File: src/rtl/cache_fill_fsm.sv
// cache_fill_fsm: fetches a missing cache block word by word from main memory, writing data then tag; stalls pipeline via fsm_busy.
// Optional macro CRITICAL_WORD_FIRST_EN: start the fill at the missing word and wrap around the block.
module cache_fill_fsm #(
  parameter int ADDR_W      = 16,
  parameter int DATA_W      = 16,
  parameter int BLOCK_WORDS = 8
) (
  input  logic                           clk,
  input  logic                           rst,
  input  logic                           miss_detected,
  input  logic [ADDR_W-1:0]              miss_address,
  input  logic                           memory_data_valid,
  input  logic [DATA_W-1:0]              memory_data_out,
  output logic                           fsm_busy,
  output logic                           mem_en,
  output logic [ADDR_W-1:0]              memory_address,
  output logic                           write_data_array,
  output logic [$clog2(BLOCK_WORDS)-1:0] fill_word_idx,
  output logic [DATA_W-1:0]              fill_data,
  output logic                           write_tag_array
);
  localparam int OFF_W = $clog2(BLOCK_WORDS);
  typedef enum logic {IDLE, FILL} state_t;
  state_t            state_q;
  logic [ADDR_W-1:0] base_q;
  logic [OFF_W:0]    issue_q;
  logic [OFF_W:0]    recv_q;
  logic [OFF_W-1:0]  issue_ord;
  logic [OFF_W-1:0]  recv_ord;
  logic              fill;
`ifdef CRITICAL_WORD_FIRST_EN
  logic [OFF_W-1:0]  off_q;
  assign issue_ord = off_q + issue_q[OFF_W-1:0];
  assign recv_ord  = off_q + recv_q[OFF_W-1:0];
`else
  assign issue_ord = issue_q[OFF_W-1:0];
  assign recv_ord  = recv_q[OFF_W-1:0];
`endif
  assign fill             = state_q == FILL;
  assign fsm_busy         = fill;
  // issue counter MSB set means every word of the block has been requested
  assign mem_en           = fill && !issue_q[OFF_W];
  assign write_data_array = fill && memory_data_valid;
  assign write_tag_array  = write_data_array && recv_q == (OFF_W+1)'(BLOCK_WORDS - 1);
  assign memory_address   = mem_en ? base_q + ADDR_W'({issue_ord, 1'b0}) : '0;
  assign fill_word_idx    = write_data_array ? recv_ord : '0;
  assign fill_data        = memory_data_out;
  always_ff @(posedge clk) begin
    if (rst) begin
      state_q <= IDLE;
      base_q  <= '0;
      issue_q <= '0;
      recv_q  <= '0;
`ifdef CRITICAL_WORD_FIRST_EN
      off_q   <= '0;
`endif
    end else if (!fill) begin
      if (miss_detected) begin
        state_q <= FILL;
        base_q  <= miss_address & ~ADDR_W'(2 * BLOCK_WORDS - 1);
        issue_q <= '0;
        recv_q  <= '0;
`ifdef CRITICAL_WORD_FIRST_EN
        off_q   <= miss_address[OFF_W:1];
`endif
      end
    end else begin
      if (mem_en) issue_q <= issue_q + 1'b1;
      if (write_data_array) recv_q <= recv_q + 1'b1;
      if (write_tag_array) state_q <= IDLE;
    end
  end
endmodule

File: config.mk
export PLATFORM = sky130hd
export DESIGN_NAME = cache_fill_fsm
export DESIGN_NICKNAME = d
export VERILOG_FILES = /design/src/rtl/cache_fill_fsm.sv
export SDC_FILE = /design/constraint.sdc
export NUM_CORES = 1
export LEC_CHECK = 0
export CORE_ASPECT_RATIO = 0.7
export CORE_MARGIN = 4
export CORE_UTILIZATION = 38
export CTS_BUF_LIST = sky130_fd_sc_hd__clkbuf_4 sky130_fd_sc_hd__clkbuf_8 sky130_fd_sc_hd__clkbuf_16
export DETAILED_ROUTE_END_ITERATION = 8
export GPL_TIMING_DRIVEN = 0
export PLACE_DENSITY = 0.85
export SLEW_MARGIN = 25
export SYNTH_ARGS = -nofsm -noshare
export SYNTH_HDL_FRONTEND = slang
export SYNTH_SLANG_ARGS = --single-unit
File: constraint.sdc
create_clock -name clk -period 2.39 [get_ports clk]
set_input_delay 0.239 -clock clk [delete_from_list [all_inputs] [get_ports clk]]
set_output_delay 0.239 -clock clk [all_outputs]
set_load 0.02 [all_outputs]
==> run summary, run 1 <==
status: complete, no violations
gr ovfl total: 0
Worst setup EP type: output pin
synthesized area per cell: 8.03 um^2
top layer reached by signal wires: met3
flops & latches, synth: 21
Max IR drop VDD: 0.249 mV
core area: 2780 um^2
# Max-Cap Violations: 0
CP Launch Type: input pin
routed wire length on met3: 181 um
fin crit share: 94.7%
Req. time, crit path: 2.15 ns
drt wl/cell: 11.9 um
Starting Density: 39.5%
hold path depth: 2
die area: 3830 um^2
routed wire length: 2.74 mm
CTS tree: built
final setup fails: 0
worst reg2reg setup slack: 1.15 ns
yosys warns: 0
critical path arrival: 2.02 ns
R2R depth: 6
Detail Route Antenna Nets: 0
I/O pin cnt: 75
Die Wd: 72.3 um
kind of critical path: input pin to output pin
leakage: 0.000715 uW
cells after synthesis: 137
RSZ-0062 raised after global routing: false
Iteration-0 DRC Markers: 61
DR pass1 iterations: 6
wire length on met1: 1.17 mm
Max Slew Vio Count: 0
R2R Path End: recv_q[3]$_SDFFE_PP0P_
post-synth cell types: 26
share of cells above drive strength 1: 16.0%
CTS H-Tree Depth: 1
CP max stage cell: clkdlybuf4s50_1
Max Fclk: 442 MHz
via count: 1039
CP Cell Sequence: clkdlybuf4s50_1 -> nand3_1 -> nor3b_1 -> clkdlybuf4s50_1
Worst Skew: 0.00441 ns
estimated wirelength of the detail-placed design: 2.16 mm
largest net degree at the start of global routing: 12
gpl congestion: 0.804
commonest non-fill, non-tap cell in the layout: clkdlybuf4s50_1
Die Span Y: 53.0 um
CTS Buf Count: 3
setup repair bufs after CTS: 0
Worst Hold End: base_q[14]$_SDFFE_PP0P_
Synth top area share: 38.2%
worst min-delay path startpoint: base_q[14]$_SDFFE_PP0P_
critical path fanouts, max: 4
critical path depth in cells: 4
Placed Area: 1680 um^2
Critical Path Max Stage Delay: 0.67 ns
CP most frequent cell: clkdlybuf4s50_1
GRT Resource Usage Total: 13.8%
CTS root buffer: clkbuf_8
Post-layout nets: 233
final hold viol count: 0
sequential area share after synthesis: 38.2%
Residual DRC: 0
initial antenna violation count: 0
Via-to-Cell Ratio: 4.52
main area contributors after synthesis: dfxtp_1 38%, buf_4 12%, nand2_1 9.6%
post-layout instance area: 1720 um^2
min cycle time layout: 2.26 ns
ANT cells: 0
register clock-pin slew on the reported worst setup and hold paths: 0.07 ns
CTS Buffer Depth: 2
number of clock sinks: 21
area leader, netlist: dfxtp_1
vias in the first global route: 933
row count: 16
IO Port Bufs: 53
fillers: 233
area grow syn2layout: 56.8%
Critical path buffers and inverters: 2
clk_lat worst skew: 0.26 ns
Mapped Area: 1100 um^2
global-route wire length before repair: 4.13 mm
Min-Delay Path Class: register to register
reg2reg start: fsm_busy$_SDFF_PP0_
Worst path top cell family by delay: buffers and inverters
highest-count cells in the layout ignoring fill and taps: 53 x clkdlybuf4s50_1, 28 x nand2_1, 21 x dfxtp_1
TNS Setup: 0 ns
Synthesized Nets: 175
met2 wire length: 1.39 mm
power density over the cells: 470 nW/um^2
cell usage after synthesis:
master      n
and3_1      2
mux2_4      1
inv_1       4
nor3_1      2
clkbuf_1    2
dfxtp_1    21
buf_2       2
nand3_1     5
nand2_1    28
o2111ai_1   1
ha_1        2
nand4_1     1
nor2_1      1
conb_1      1
buf_6       2
a21oi_1    18
nor3b_1     1
nor2b_2     1
xor2_1      1
nand3b_1    1
a211oi_2    1
o41ai_1     1
and2_1     15
nand2b_1    4
nand2_4     1
buf_4      18
worst min-delay path, cell delays in order, from the launching register on:
cell,delay [ns]
dfxtp_1,0.31
nand2_1,0.05
a21oi_1,0.05
stage by stage:
| step | power [uW] | setup WS (ns) | std cells | hold slack, ns | util [%] |
|---|---|---|---|---|---|
| floorplan | 491 | 0.798 | 137 | 0.340 | - |
| global placement | 574 | 0.223 | 226 | 0.437 | 60.2 |
| detailed placement | 579 | 0.150 | 226 | 0.443 | 60.2 |
| CTS | 816 | 0.128 | 230 | 0.454 | 62.0 |
| global route | 848 | 0.0408 | 230 | 0.482 | 62.0 |
| finish | 810 | 0.127 | 230 | 0.452 | 62.0 |
cells by family after synthesis:
group	Yosys count	share of synthesized area, %
buffers and inverters	28	17.3
DFF	21	38.2
adders and majority gates	2	2.27
muxes	1	1.36
xor gates and xnor gates	1	0.797
and+or+nand+nor	62	28.8
other	1	0.341
AOI/OAI and AO/OA	21	10.9
metal layers:
layer,global-route usage [%],vias up
li1,-,539
met1,16.9,466
met2,24.2,34
met3,5.12,0
met4,0.938,0
met5,0,-
flip-flops by register name (all words and copies together), names as in the netlist:
| name | cells |
|---|---|
| recv_q | 4 |
| issue_q | 4 |
| base_q | 12 |
| fsm_busy | 1 |
cell type report:
type	count	area, um^2	share of cell area (%)
well taps	36	45.0	2.61
plain buffers	24	175	10.2
clock buffers	4	48.8	2.83
flip-flops and latches	21	420	24.4
multi-input cells	88	489	28.4
inverters	4	15.0	0.871
repair buffers	53	531	30.8
worst max-delay path by stage:
stage,slack (ns),start,to
final,0.13,memory_data_valid,write_tag_array
after global routing,0.04,memory_data_valid,write_tag_array
after CTS,0.13,fsm_busy$_SDFF_PP0_,memory_address[9]
after detailed placement,0.15,memory_data_valid,write_tag_array
after global placement,0.22,memory_data_valid,write_tag_array
after floorplan,0.80,fsm_busy$_SDFF_PP0_,fsm_busy$_SDFF_PP0_
where the power goes:
part	internal (uW)	switching (uW)	leakage [uW]	total, uW
Sequential	366	8.65	0.000172	374
Clock	130	110	0.0000262	240
Combinational	105	91.4	0.000518	196
repair_timing:
| item | CTS | global route |
|---|---|---|
| resized for setup | 0 | 1 |
| endpoints found under the setup margin | 0 | 7 |
| hold buffers | 0 | 0 |
No activity file was read; power rests on OpenSTA's default activity.
==> run 2, diff against run 1 <==
--- a/config.mk
+++ b/config.mk
@@ -5,13 +5,13 @@
 export SDC_FILE = /design/constraint.sdc
 export NUM_CORES = 1
 export LEC_CHECK = 0
+export ABC_AREA = 1
 export CORE_ASPECT_RATIO = 0.7
 export CORE_MARGIN = 4
-export CORE_UTILIZATION = 38
+export CORE_UTILIZATION = 37
 export CTS_BUF_LIST = sky130_fd_sc_hd__clkbuf_4 sky130_fd_sc_hd__clkbuf_8 sky130_fd_sc_hd__clkbuf_16
 export DETAILED_ROUTE_END_ITERATION = 8
-export GPL_TIMING_DRIVEN = 0
-export PLACE_DENSITY = 0.85
+export PLACE_DENSITY = 0.84
 export SLEW_MARGIN = 25
 export SYNTH_ARGS = -nofsm -noshare
 export SYNTH_HDL_FRONTEND = slang
==> run summary, run 2 <==
status: complete, no violations
switching component of the power: 192 uW
Post-layout nets: 211
clk_lat worst skew: 0.25 ns
Post-Synth Simple-Gate Area: 18.0%
Max IR drop VDD: 0.329 mV
Post-synth ARST share: 0%
sw frac: 25.5%
Mapped Area: 1070 um^2
Detail Route Antenna Nets: 0
Starting Density: 38.5%
CTS H-Tree Depth: 1
ANT cells: 0
Max Slew Vio Count: 0
CTS Buf Count: 3
Req. time, crit path: 2.15 ns
cts repair resizes: 0
routed wire length: 2.11 mm
CTS Buffer Depth: 2
core area: 2780 um^2
setup repair bufs after CTS: 0
CTS root buffer: clkbuf_8
GRT Resource Usage Total: 11.6%
leakage: 0.000537 uW
CP Launch Type: register
flops & latches, synth: 21
Max Fclk: 492 MHz
fin crit share: 85.0%
critical path fanouts, max: 18
gpl congestion: 0.733
area leader, netlist: dfxtp_1
global-route wire length before repair: 3.51 mm
IO Port Bufs: 37
gr ovfl total: 0
I/O pin cnt: 75
min cycle time layout: 2.03 ns
Residual DRC: 0
Synth top area share: 39.2%
TNS Setup: 0 ns
Worst Skew: 0.00525 ns
main area contributors after synthesis: dfxtp_1 39%, buf_4 13%, a21oi_1 9.3%
CTS tree: built
via count: 907
Primary FF master, synth: dfxtp_1
combinational cell fraction of total power: 18.2%
area grow syn2layout: 28.1%
RSZ-0062 raised after global routing: false
Register Area: 420 um^2
Iteration-0 DRC Markers: 24
largest family of logic cells by synthesized area: buffers and inverters
synthesized area per cell: 6.96 um^2
Synth Area in Adders: 2.33%
# Max-Cap Violations: 0
commonest non-fill, non-tap cell in the layout: clkdlybuf4s50_1
highest-count cells in the layout ignoring fill and taps: 37 x clkdlybuf4s50_1, 25 x nor2_1, 24 x inv_1
register clock-pin slew on the reported worst setup and hold paths: 0.08 ns
Layout Utilization: 49.4%
Biggest register: base_q
xor-xnor portion of the synthesized cell area: 0%
most common cell in the netlist: nor2_1
die area: 3840 um^2
vias in the first global route: 802
Die Wd: 72.3 um
Post-CTS Hold Fix Bufs: 0
yosys warns: 0
Min-Delay Path Class: register to register
power density over the cells: 549 nW/um^2
cells after synthesis: 154
Post-synth EDFFs: 0
Die Span Y: 53.0 um
final setup fails: 0
Clk pwr share: 31.4%
post-synth cell types: 16
critical path arrival: 1.79 ns
initial antenna violation count: 0
estimated wirelength of the detail-placed design: 1.54 mm
Via-to-Cell Ratio: 4.36
Seq pwr share: 50.4%
footprint of the multi-input gates: 392 um^2
post-synthesis mux area share: 0%
compound-cell area share of the yosys netlist: 15.9%
DR pass1 iterations: 4
largest net degree at the start of global routing: 31
number of clock sinks: 21
Post-synth top cells: 25 x nor2_1, 24 x inv_1, 21 x dfxtp_1, 20 x a21oi_1, 19 x buf_4
kind of critical path: register to output pin
share of cells above drive strength 1: 5.23%
largest registers: base_q: 12 flops, issue_q: 4 flops, recv_q: 4 flops
sequential area share after synthesis: 39.2%
final hold viol count: 0
row count: 16
cell internal pwr: 563 uW
max FFs per register: 12
Worst setup EP type: output pin
drt wl/cell: 10.2 um
fillers: 301
Synthesized Nets: 192
==> run 2: cell count changes after synthesis, moves of 2 or more <==
cell and change:
inv_1 +20, buf_6 -2, and3_1 -2, a21oi_1 +2
nand3_1 -3, nand2_2 +2, buf_2 +2, clkbuf_1 -2
and2_1 -15, inv_2 +2, nand2b_1 -4, nand2_1 -15
nor2_1 +24, o21ai_0 +14
==> run 2: power by group through the flow <==
stage	Combinational [uW]	Sequential [uW]	Clock, uW
after floorplan	121	389	0
after global placement	136	388	0
after detailed placement	139	389	0
after CTS	140	380	251
after global routing	154	382	262
final	138	380	237
==> run 2: final timing paths <==
path,start,endpoint,slack [ns],cells past startpoint
max reg2reg,fsm_busy$_SDFF_PP0_,base_q[4]$_SDFFE_PP0P_,1.17,4
max,fsm_busy$_SDFF_PP0_,memory_address[1],0.36,3
min reg2reg,base_q[11]$_SDFFE_PP0P_,base_q[11]$_SDFFE_PP0P_,0.45,2
min,base_q[11]$_SDFFE_PP0P_,base_q[11]$_SDFFE_PP0P_,0.45,2
==> run 2: per-stage QoR <==
step                area (um^2)  cells  worst slack (ns)  power, uW  hold slack (ns)
finish                     1370    208             0.357        755            0.454
global route               1370    208             0.255        798            0.478
CTS                        1370    208             0.327        771            0.458
detailed placement         1330    204             0.458        527            0.446
global placement           1330    204             0.471        524            0.442
floorplan                  1070    154              1.00        510            0.429
==> run 2: per-layer routing <==
layer	global-route usage (%)	share of wire (%)	up-vias
li1	-	-	492
met1	15.2	50	391
met2	17.7	43	24
met3	5.88	6.9	0
met4	0.938	0	0
met5	0	0	-
==> run 2: cells by family after synthesis <==
kind of cell,Yosys count
AND/OR/NAND/NOR,47
other,1
flip-flops,21
AO/OA/AOI/OAI,34
adder cells (fa/ha/maj),2
buffers and inverters,49
==> run 2: cell type report <==
| type | instances | share of cell area (%) |
|---|---|---|
| inverters | 26 | 7.10 |
| repair buffers | 37 | 27.0 |
| clock buffers | 4 | 3.55 |
| multi-input cells | 84 | 28.5 |
| well taps | 36 | 3.28 |
| flip-flops and latches | 21 | 30.6 |
==> run 2: worst max-delay path: stages, from the launching register on <==
cell	delay, ns
dfxtp_1	0.44
nand2_2	0.27
nor2_1	0.21
clkdlybuf4s50_1	0.63
